===== src/rtl/rtc_bus_ctrl_if.sv =====
// Bundle of request/response signals and RTC pin signals around rtc_bus_ctrl.
// The master side is the register block plus the pad ring; the slave side is the engine.
interface rtc_bus_ctrl_if;
   logic       start_wr;
   logic       start_rd;
   logic [7:0] addr;
   logic [7:0] wdata;
   logic [7:0] rdata;
   logic       busy;
   logic       done;
   logic       cs_n;
   logic       ad_sel;
   logic       wr_n;
   logic       rd_n;
   logic [7:0] ad_out;
   logic       ad_oe;
   logic [7:0] ad_in;

   modport master (
      output start_wr, start_rd, addr, wdata, ad_in,
      input  rdata, busy, done, cs_n, ad_sel, wr_n, rd_n, ad_out, ad_oe
   );

   modport slave (
      input  start_wr, start_rd, addr, wdata, ad_in,
      output rdata, busy, done, cs_n, ad_sel, wr_n, rd_n, ad_out, ad_oe
   );
endinterface


===== src/rtl/rtc_bus_ctrl.sv =====
// Transaction engine for the RTC chip's multiplexed A/D bus: one register write or
// read per request, each bus phase lasting PHASE_CYC clocks, all outputs registered.
module rtc_bus_ctrl #(
   parameter int unsigned PHASE_CYC = 10
) (
   input  logic            clk,
   input  logic            reset,
   rtc_bus_ctrl_if.slave   bus
);

   typedef enum logic [2:0] {
      IDLE  = 3'd0,
      A_SET = 3'd1,
      A_STB = 3'd2,
      A_HLD = 3'd3,
      D_SET = 3'd4,
      D_STB = 3'd5,
      D_HLD = 3'd6,
      FIN   = 3'd7
   } state_t;

   localparam logic [7:0] LAST_CNT = 8'(PHASE_CYC - 1);

   state_t     state, state_nx;
   logic [7:0] cnt, cnt_nx;
   logic [7:0] addr_q, addr_nx;
   logic [7:0] wdata_q, wdata_nx;
   logic       is_rd_q, is_rd_nx;
   logic       phase_end;

   logic [7:0] rdata_q, rdata_nx;
   logic       busy_q, busy_nx;
   logic       done_q, done_nx;
   logic       cs_n_q, cs_n_nx;
   logic       ad_sel_q, ad_sel_nx;
   logic       wr_n_q, wr_n_nx;
   logic       rd_n_q, rd_n_nx;
   logic [7:0] ad_out_q, ad_out_nx;
   logic       ad_oe_q, ad_oe_nx;

   assign phase_end = (cnt == LAST_CNT);

   always_comb begin
      state_nx = state;
      cnt_nx   = cnt;
      addr_nx  = addr_q;
      wdata_nx = wdata_q;
      is_rd_nx = is_rd_q;
      rdata_nx = rdata_q;

      case (state)
         IDLE: begin
            if (bus.start_wr || bus.start_rd) begin
               state_nx = A_SET;
               cnt_nx   = 8'd0;
               addr_nx  = bus.addr;
               wdata_nx = bus.wdata;
               // simultaneous requests resolve to a write
               is_rd_nx = bus.start_rd && !bus.start_wr;
            end
         end
         FIN: state_nx = IDLE;
         default: begin
            if (phase_end) begin
               cnt_nx   = 8'd0;
               state_nx = state_t'(state + 3'd1);
            end else begin
               cnt_nx = cnt + 8'd1;
            end
         end
      endcase

      if (state == D_STB && phase_end && is_rd_q)
         rdata_nx = bus.ad_in;
   end

   // Outputs are decoded from the next state so the registered pins line up with it.
   always_comb begin
      busy_nx   = 1'b1;
      done_nx   = 1'b0;
      cs_n_nx   = 1'b1;
      ad_sel_nx = 1'b0;
      wr_n_nx   = 1'b1;
      rd_n_nx   = 1'b1;
      ad_out_nx = 8'h00;
      ad_oe_nx  = 1'b0;

      case (state_nx)
         IDLE: busy_nx = 1'b0;
         A_SET, A_STB, A_HLD: begin
            cs_n_nx   = 1'b0;
            ad_oe_nx  = 1'b1;
            ad_out_nx = addr_nx;
            wr_n_nx   = (state_nx != A_STB);
         end
         D_SET, D_STB, D_HLD: begin
            cs_n_nx   = 1'b0;
            ad_sel_nx = 1'b1;
            ad_oe_nx  = !is_rd_nx;
            ad_out_nx = is_rd_nx ? 8'h00 : wdata_nx;
            if (state_nx == D_STB) begin
               wr_n_nx = is_rd_nx;
               rd_n_nx = !is_rd_nx;
            end
         end
         FIN: done_nx = 1'b1;
         default: busy_nx = 1'b0;
      endcase
   end

   always_ff @(posedge clk) begin
      if (reset) begin
         state    <= IDLE;
         cnt      <= 8'd0;
         addr_q   <= 8'h00;
         wdata_q  <= 8'h00;
         is_rd_q  <= 1'b0;
         rdata_q  <= 8'h00;
         busy_q   <= 1'b0;
         done_q   <= 1'b0;
         cs_n_q   <= 1'b1;
         ad_sel_q <= 1'b0;
         wr_n_q   <= 1'b1;
         rd_n_q   <= 1'b1;
         ad_out_q <= 8'h00;
         ad_oe_q  <= 1'b0;
      end else begin
         state    <= state_nx;
         cnt      <= cnt_nx;
         addr_q   <= addr_nx;
         wdata_q  <= wdata_nx;
         is_rd_q  <= is_rd_nx;
         rdata_q  <= rdata_nx;
         busy_q   <= busy_nx;
         done_q   <= done_nx;
         cs_n_q   <= cs_n_nx;
         ad_sel_q <= ad_sel_nx;
         wr_n_q   <= wr_n_nx;
         rd_n_q   <= rd_n_nx;
         ad_out_q <= ad_out_nx;
         ad_oe_q  <= ad_oe_nx;
      end
   end

   assign bus.rdata  = rdata_q;
   assign bus.busy   = busy_q;
   assign bus.done   = done_q;
   assign bus.cs_n   = cs_n_q;
   assign bus.ad_sel = ad_sel_q;
   assign bus.wr_n   = wr_n_q;
   assign bus.rd_n   = rd_n_q;
   assign bus.ad_out = ad_out_q;
   assign bus.ad_oe  = ad_oe_q;

endmodule


===== src/flat_wrapper.sv =====
// flat-port wrapper written by rule: the top's interface ports become plain ports
module rtc_bus_ctrl_flat 
#(
   parameter int unsigned PHASE_CYC = 10
)
  (clk, reset, bus_start_wr, bus_start_rd, bus_addr, bus_wdata, bus_ad_in, bus_rdata, bus_busy, bus_done, bus_cs_n, bus_ad_sel, bus_wr_n, bus_rd_n, bus_ad_out, bus_ad_oe);
  rtc_bus_ctrl_if bus_i ();
  input  logic clk;
  input  logic reset;
  input wire logic [$bits(bus_i.start_wr)-1:0] bus_start_wr;
  input wire logic [$bits(bus_i.start_rd)-1:0] bus_start_rd;
  input wire logic [$bits(bus_i.addr)-1:0] bus_addr;
  input wire logic [$bits(bus_i.wdata)-1:0] bus_wdata;
  input wire logic [$bits(bus_i.ad_in)-1:0] bus_ad_in;
  output wire logic [$bits(bus_i.rdata)-1:0] bus_rdata;
  output wire logic [$bits(bus_i.busy)-1:0] bus_busy;
  output wire logic [$bits(bus_i.done)-1:0] bus_done;
  output wire logic [$bits(bus_i.cs_n)-1:0] bus_cs_n;
  output wire logic [$bits(bus_i.ad_sel)-1:0] bus_ad_sel;
  output wire logic [$bits(bus_i.wr_n)-1:0] bus_wr_n;
  output wire logic [$bits(bus_i.rd_n)-1:0] bus_rd_n;
  output wire logic [$bits(bus_i.ad_out)-1:0] bus_ad_out;
  output wire logic [$bits(bus_i.ad_oe)-1:0] bus_ad_oe;
  assign bus_i.start_wr = bus_start_wr;
  assign bus_i.start_rd = bus_start_rd;
  assign bus_i.addr = bus_addr;
  assign bus_i.wdata = bus_wdata;
  assign bus_i.ad_in = bus_ad_in;
  assign bus_rdata = bus_i.rdata;
  assign bus_busy = bus_i.busy;
  assign bus_done = bus_i.done;
  assign bus_cs_n = bus_i.cs_n;
  assign bus_ad_sel = bus_i.ad_sel;
  assign bus_wr_n = bus_i.wr_n;
  assign bus_rd_n = bus_i.rd_n;
  assign bus_ad_out = bus_i.ad_out;
  assign bus_ad_oe = bus_i.ad_oe;
  rtc_bus_ctrl #(.PHASE_CYC(PHASE_CYC)) u_core (.clk(clk), .reset(reset), .bus(bus_i));
endmodule

===== config.mk =====
export PLATFORM = sky130hd
export DESIGN_NAME = rtc_bus_ctrl_flat
export DESIGN_NICKNAME = d
export VERILOG_FILES = /design/src/rtl/rtc_bus_ctrl_if.sv /design/src/rtl/rtc_bus_ctrl.sv /design/src/flat_wrapper.sv
export SDC_FILE = /design/constraint.sdc
export NUM_CORES = 1
export LEC_CHECK = 0
export BUFFER_PORTS_ARGS = -buffer_cell sky130_fd_sc_hd__buf_2
export CELL_PAD_IN_SITES_DETAIL_PLACEMENT = 0
export CELL_PAD_IN_SITES_GLOBAL_PLACEMENT = 1
export CORE_ASPECT_RATIO = 1.2
export CORE_UTILIZATION = 30
export DETAILED_ROUTE_END_ITERATION = 10
export GPL_ROUTABILITY_DRIVEN = 0
export PLACE_DENSITY_LB_ADDON = 0.15
export SKIP_CTS_REPAIR_TIMING = 1
export SLEW_MARGIN = 20
export SYNTH_ARGS = -nofsm -noshare
export SYNTH_HDL_FRONTEND = slang
export SYNTH_SLANG_ARGS = --single-unit

===== constraint.sdc =====
create_clock -name clk -period 2.7 [get_ports clk]
set_input_delay 0 -clock clk [delete_from_list [all_inputs] [get_ports clk]]
set_output_delay 0 -clock clk [all_outputs]
set_load 0.01 [all_outputs]

**Word level (Yosys, flattened, before mapping)**

Index checks and enable logic that the tools add are counted.

- Output and inout port bits: 23
- Register bits: 51

- Eq/ne operators: 12
- Mux-type cells: 21
- Reductions and logical operators: 13
- Bitwise operators: 3
- Add/subtract/negate cells: 2

Operator list:

| cell | count |
|---|---|
| 2-to-1 mux 8 bit | 7 |
| one-hot mux 8 bit (2 select lines) | 2 |
| equality test 3 bit, second input constant | 6 |
| OR reduction 3 bit | 3 |
| adder 8 x 1 -> 8 bit, second input constant | 1 |
| equality test 8 x 4 -> 1 bit, second input constant | 1 |
| 2-to-1 mux 1 bit | 7 |
| equality test 3 x 2 -> 1 bit, second input constant | 2 |
| zero test 3 bit | 2 |
| 2-to-1 mux 3 bit | 2 |
| one-hot mux 3 bit (2 select lines) | 1 |
| OR reduction 6 bit | 1 |
| one-hot mux 1 bit (2 select lines) | 2 |
| adder 3 x 1 -> 3 bit, second input constant | 1 |
| equality test 3 x 1 -> 1 bit, second input constant | 1 |
| logical AND 1 bit | 3 |
| != test 3 x 2 -> 1 bit, second input constant | 1 |
| inverter 1 bit | 3 |
| zero test 1 bit | 2 |
| != test 2 x 1 -> 1 bit, second input constant | 1 |
| AND reduction 2 bit | 1 |
| logical OR 1 bit | 1 |

**Depth between registers and ports, before layout**

- Word-level depth: 7
- Depth in mapped cells: 9
- Mapped depth without buffers: 7

**Least setup slack after synthesis**

Ideal clock, no wire load.

- Path type: reg2reg
- From: reg u_core.state[0]
- To: reg u_core.ad_out_q[3] (netlist: u_core.bus.ad_out[3])
- Clock period less this slack: 2159 ps
- Cell stages (with the launch flop): 9
- Arrival time: 2037 ps
- Buffers on the path: 1
- Data required time: 2578 ps
- Setup slack: 541 ps
- Cell sequence: dfxtp_1 > inv_1 > ha_1 > nand2b_1 > nor2_4 > o32ai_1 > buf_4 > a211oi_1 > o2bb2a_1

- Longest elaborated chain between the ends: 6
- Elaborated cells on any way between the ends: 19
- Classes of those cells: add/sub (1); eq/ne (7); mux (8); reduce/logical (3)

RTL lines:

| what | line | source |
|---|---|---|
| start: declaration | rtc_bus_ctrl.sv:24 | `state_t state, state_nx;` |
| start signal: assignment | rtc_bus_ctrl.sv:128 | `state <= state_nx;` |
| adder 3 x 1 -> 3 bit | rtc_bus_ctrl.sv:66 | `state_nx = state_t'(state + 3'd1);` |
| 2-to-1 mux 3 bit | rtc_bus_ctrl.sv:64 | `if (phase_end) begin` |
| one-hot mux 3 bit (2 select lines) | rtc_bus_ctrl.sv:51 | `case (state)` |
| equality test 3 bit (tied with other cells) | rtc_bus_ctrl.sv:88 | `case (state_nx)` |
| OR reduction 3 bit | rtc_bus_ctrl.sv:88 |  |
| one-hot mux 8 bit (2 select lines) * | rtc_bus_ctrl.sv:88 |  |
| end signal: assignment | rtc_bus_ctrl.sv:140 | `ad_out_q <= ad_out_nx;` |
| end: declaration | rtc_bus_ctrl.sv:38 | `logic [7:0] ad_out_q, ad_out_nx;` |

Mark *: on every way between the ends. The rest lies on a longest branch, timed or not.
A chain may end at the register's enable or synchronous reset.

**Worst setup path in the final report**

- From: reg u_core.state[1]
- To: reg u_core.ad_out_q[0] (netlist: u_core.bus.ad_out[0])

The elaborated chain is that of the path after synthesis.

==> flow_summary.yaml <==
outcome:
  status: "finished with violations"
  violations: "negative hold slack"
sta:
  min_period_ps: 2488
  timing.fmax_ghz: 0.4020
  setup-tns-final_ps: 0
  fin_crit_sh: 0.9213
  rsz0062_at_grt: "false"
  slew_viol_final: 0
  whs_ps: -13.23
  worst_slew_pin_slew_ps: 588.5
  slew_headroom: 0.6065
  final.setup.worst_slack_ps: 212.4
  hold_viol_final: 7
  finalSetupViolCount: 0
  skew_ps: 9.278
logic_synthesis:
  syn-num-nets: 263
  synth_edf_count: 0
  ys_seq_elements: 51
  ys_async_sr_fraction: 0
  yosys-top-cells-area: "dfxtp_1, mux2i_1, nor2_1"
  seq_area_frac_synth: 0.4418
  post_synth.cell_area_avg_um2: 10.09
  yosys-top-cells-count: "dfxtp_1, nor2_1, mux2i_1"
  synth_most_common_cell: "dfxtp_1"
  yosysTopAreaCellShare: 0.4418
  netlist.top_cell.by_area: "dfxtp_1"
  synth_top_flop_cell: "dfxtp_1"
  yosys.cell_types.count: 50
  synth_cells: 229
  syn-cell-area_um2: 2311
  ys_warn_count: 0
clocking:
  cts_buffers: 5
  cts_tree: "done"
  clkSlewWorstSetupHoldPaths_ps: 90
  clkLatencyLatePin_ps: 300
  htree_levels: 2
  clockBufferDepth: 2
  root_buffer: "clkbuf_8"
  clock_sinks: 51
critical_path:
  cp_top_family: "compound AO/OA/AOI/OAI gates"
  crit_path_start_kind: "flip-flop"
  cp.depth: 8
  crit_type: "reg -> reg"
  r2r.worst_path.cells: 8
  worst-path-buf-inv: 2
  end_kind: "flip-flop"
  cp_data_required_time_ps: 2890
  cp_max_fo: 13
  crit_path_max_incr_delay_ps: 500
  slowest_stage: "o32a_2"
  path_cells: "inv_1, ha_1, nand2b_1, nor2_4, buf_4, o32a_2, o211ai_2, o2bb2a_1"
  arrival_ps: 2670
route:
  final_antenna_net_count: 0
  wl_um: 5537
  vias: 1935
  drtIter0Drc: 48
  routed_via_density: 4.987
  wl_per_cell_um: 14.27
  dr.pass1.iters: 4
  drc: 0
placed_design:
  dp_hpwl_um: 3867
  dpl.cell_count: 365
  dpl_cell_area_um2: 2640
  pre_cts_ws_ps: 153.9
  io_buffer_count: 50
finish:
  antenna_cells: 0
  fin_cells: 388
  post-route-cell-area_um2: 2898
  area_growth_pct: 25.39
  layout-drive-gt1-share: 0.2752
  final_util: 0.3937
  nNetsFinal: 331
power_and_ir_drop:
  swShare: 0.2599
  ir_worst_vdd_v: 0.0002224
  p_clk_frac: 0.305
  combPwrFrac: 0.179
  power_switching_mw: 0.4043
  p_leak_nw: 1.294
  p_seq_frac: 0.517
  fin_total_pwr_mw: 1.556
  intPower_mw: 1.151
  pwr_density_cell_nw_per_um2: 536.8
global_routing:
  grt_usage: 0.1439
  grt_max_degree: 38
  grt_pass1_wl_um: 8818
  gr-total-overflow: 0
  antenna_found_initial: 0
  grt_pass1_vias: 1777
flow_run:
  cap_viol_max_count: 0
min_path:
  hold_depth: 3
  min_path_type: "in -> reg"
floorplan:
  io_pins: 51
  start_util: 0.3140
  rows: 34
  die_area_um2: 8060
  die_y_um: 98.15
  die-width_um: 82.12
  core-area_um2: 7360
## layout by cell type (no fill, tap or decap), types with 2 or more instances in the layout
cell type	count
a2111oi_0	5
a2111oi_1	2
a211oi_1	9
a21oi_1	7
a311oi_1	2
a41oi_1	2
and2_1	4
and3_1	4
buf_2	50
buf_4	9
clkbuf_8	7
dfxtp_1	51
dlygate4sd3_1	15
ha_1	6
inv_1	5
mux2_2	3
mux2i_1	23
nand2_1	7
nand3_1	3
nand3b_1	3
nand4_1	3
nor2_1	31
nor4_1	3
o211ai_1	2
o211ai_2	3
o21ai_0	9
o2bb2a_1	7
## cell families (layout without fill, tap and decap cells)
kind of cell	after synthesis	after routing	share of synthesized area
DFF	51	51	0.4418
and+or+nand+nor	70	70	0.1640
adders and majority gates	6	6	0.03248
buffers and inverters	18	87	0.05197
muxes	26	26	0.1142
AOI/OAI and AO/OA	58	58	0.1955
## worst paths after layout
| kind | from | endpoint | slack, ps |
|---|---|---|---|
| max | u_core.state[1] | u_core.bus.ad_out[0] | 210 |
| min | bus_wdata[3] | u_core.wdata_q[3] | -10 |
| max reg2reg | u_core.state[1] | u_core.bus.ad_out[0] | 210 |
| min reg2reg | u_core.bus.rdata[6] | u_core.bus.rdata[6] | 500 |
## sequential cells by signal, indices dropped and copies added (netlist names)
register           flops
u_core.addr_q          8
u_core.bus.ad_oe       1
u_core.bus.ad_out      8
u_core.bus.ad_sel      1
u_core.bus.busy        1
u_core.bus.cs_n        1
u_core.bus.done        1
u_core.bus.rd_n        1
u_core.bus.rdata       8
u_core.bus.wr_n        1
u_core.cnt             8
u_core.is_rd_q         1
u_core.state           3
u_core.wdata_q         8
## power groups by stage
stage / clock, mW / sequential, mW / combinational, mW
2_1_floorplan: 0 / 0.829 / 0.162
3_3_place_gp: 0 / 0.821 / 0.262
3_5_place_dp: 0 / 0.821 / 0.261
4_1_cts: 0.497 / 0.804 / 0.263
5_1_grt: 0.526 / 0.808 / 0.310
6_report: 0.474 / 0.803 / 0.278
## layout make-up
class                      count  area (µm²)
clock buffer                   8       100.1
fill                         755        4462
inverter                       5       18.77
multi-input combinational    160        1177
sequential                    51        1021
tap                           90       112.6
timing repair buffer          74       467.9
## per-layer routing
layer | track usage | vias to the layer above | share of wire
met5 | 0 | - | 0
li1 | - | 992 | -
met1 | 0.1833 | 890 | 0.47
met4 | 0.04858 | 0 | 0.015
met2 | 0.2327 | 45 | 0.48
met3 | 0.03551 | 8 | 0.037
## tightest hold or removal path, cell delays in order
cell	delay (ps)
buf_2	80
mux2i_1	70
nor2_1	100
No activity file was read; power rests on OpenSTA's default activity.
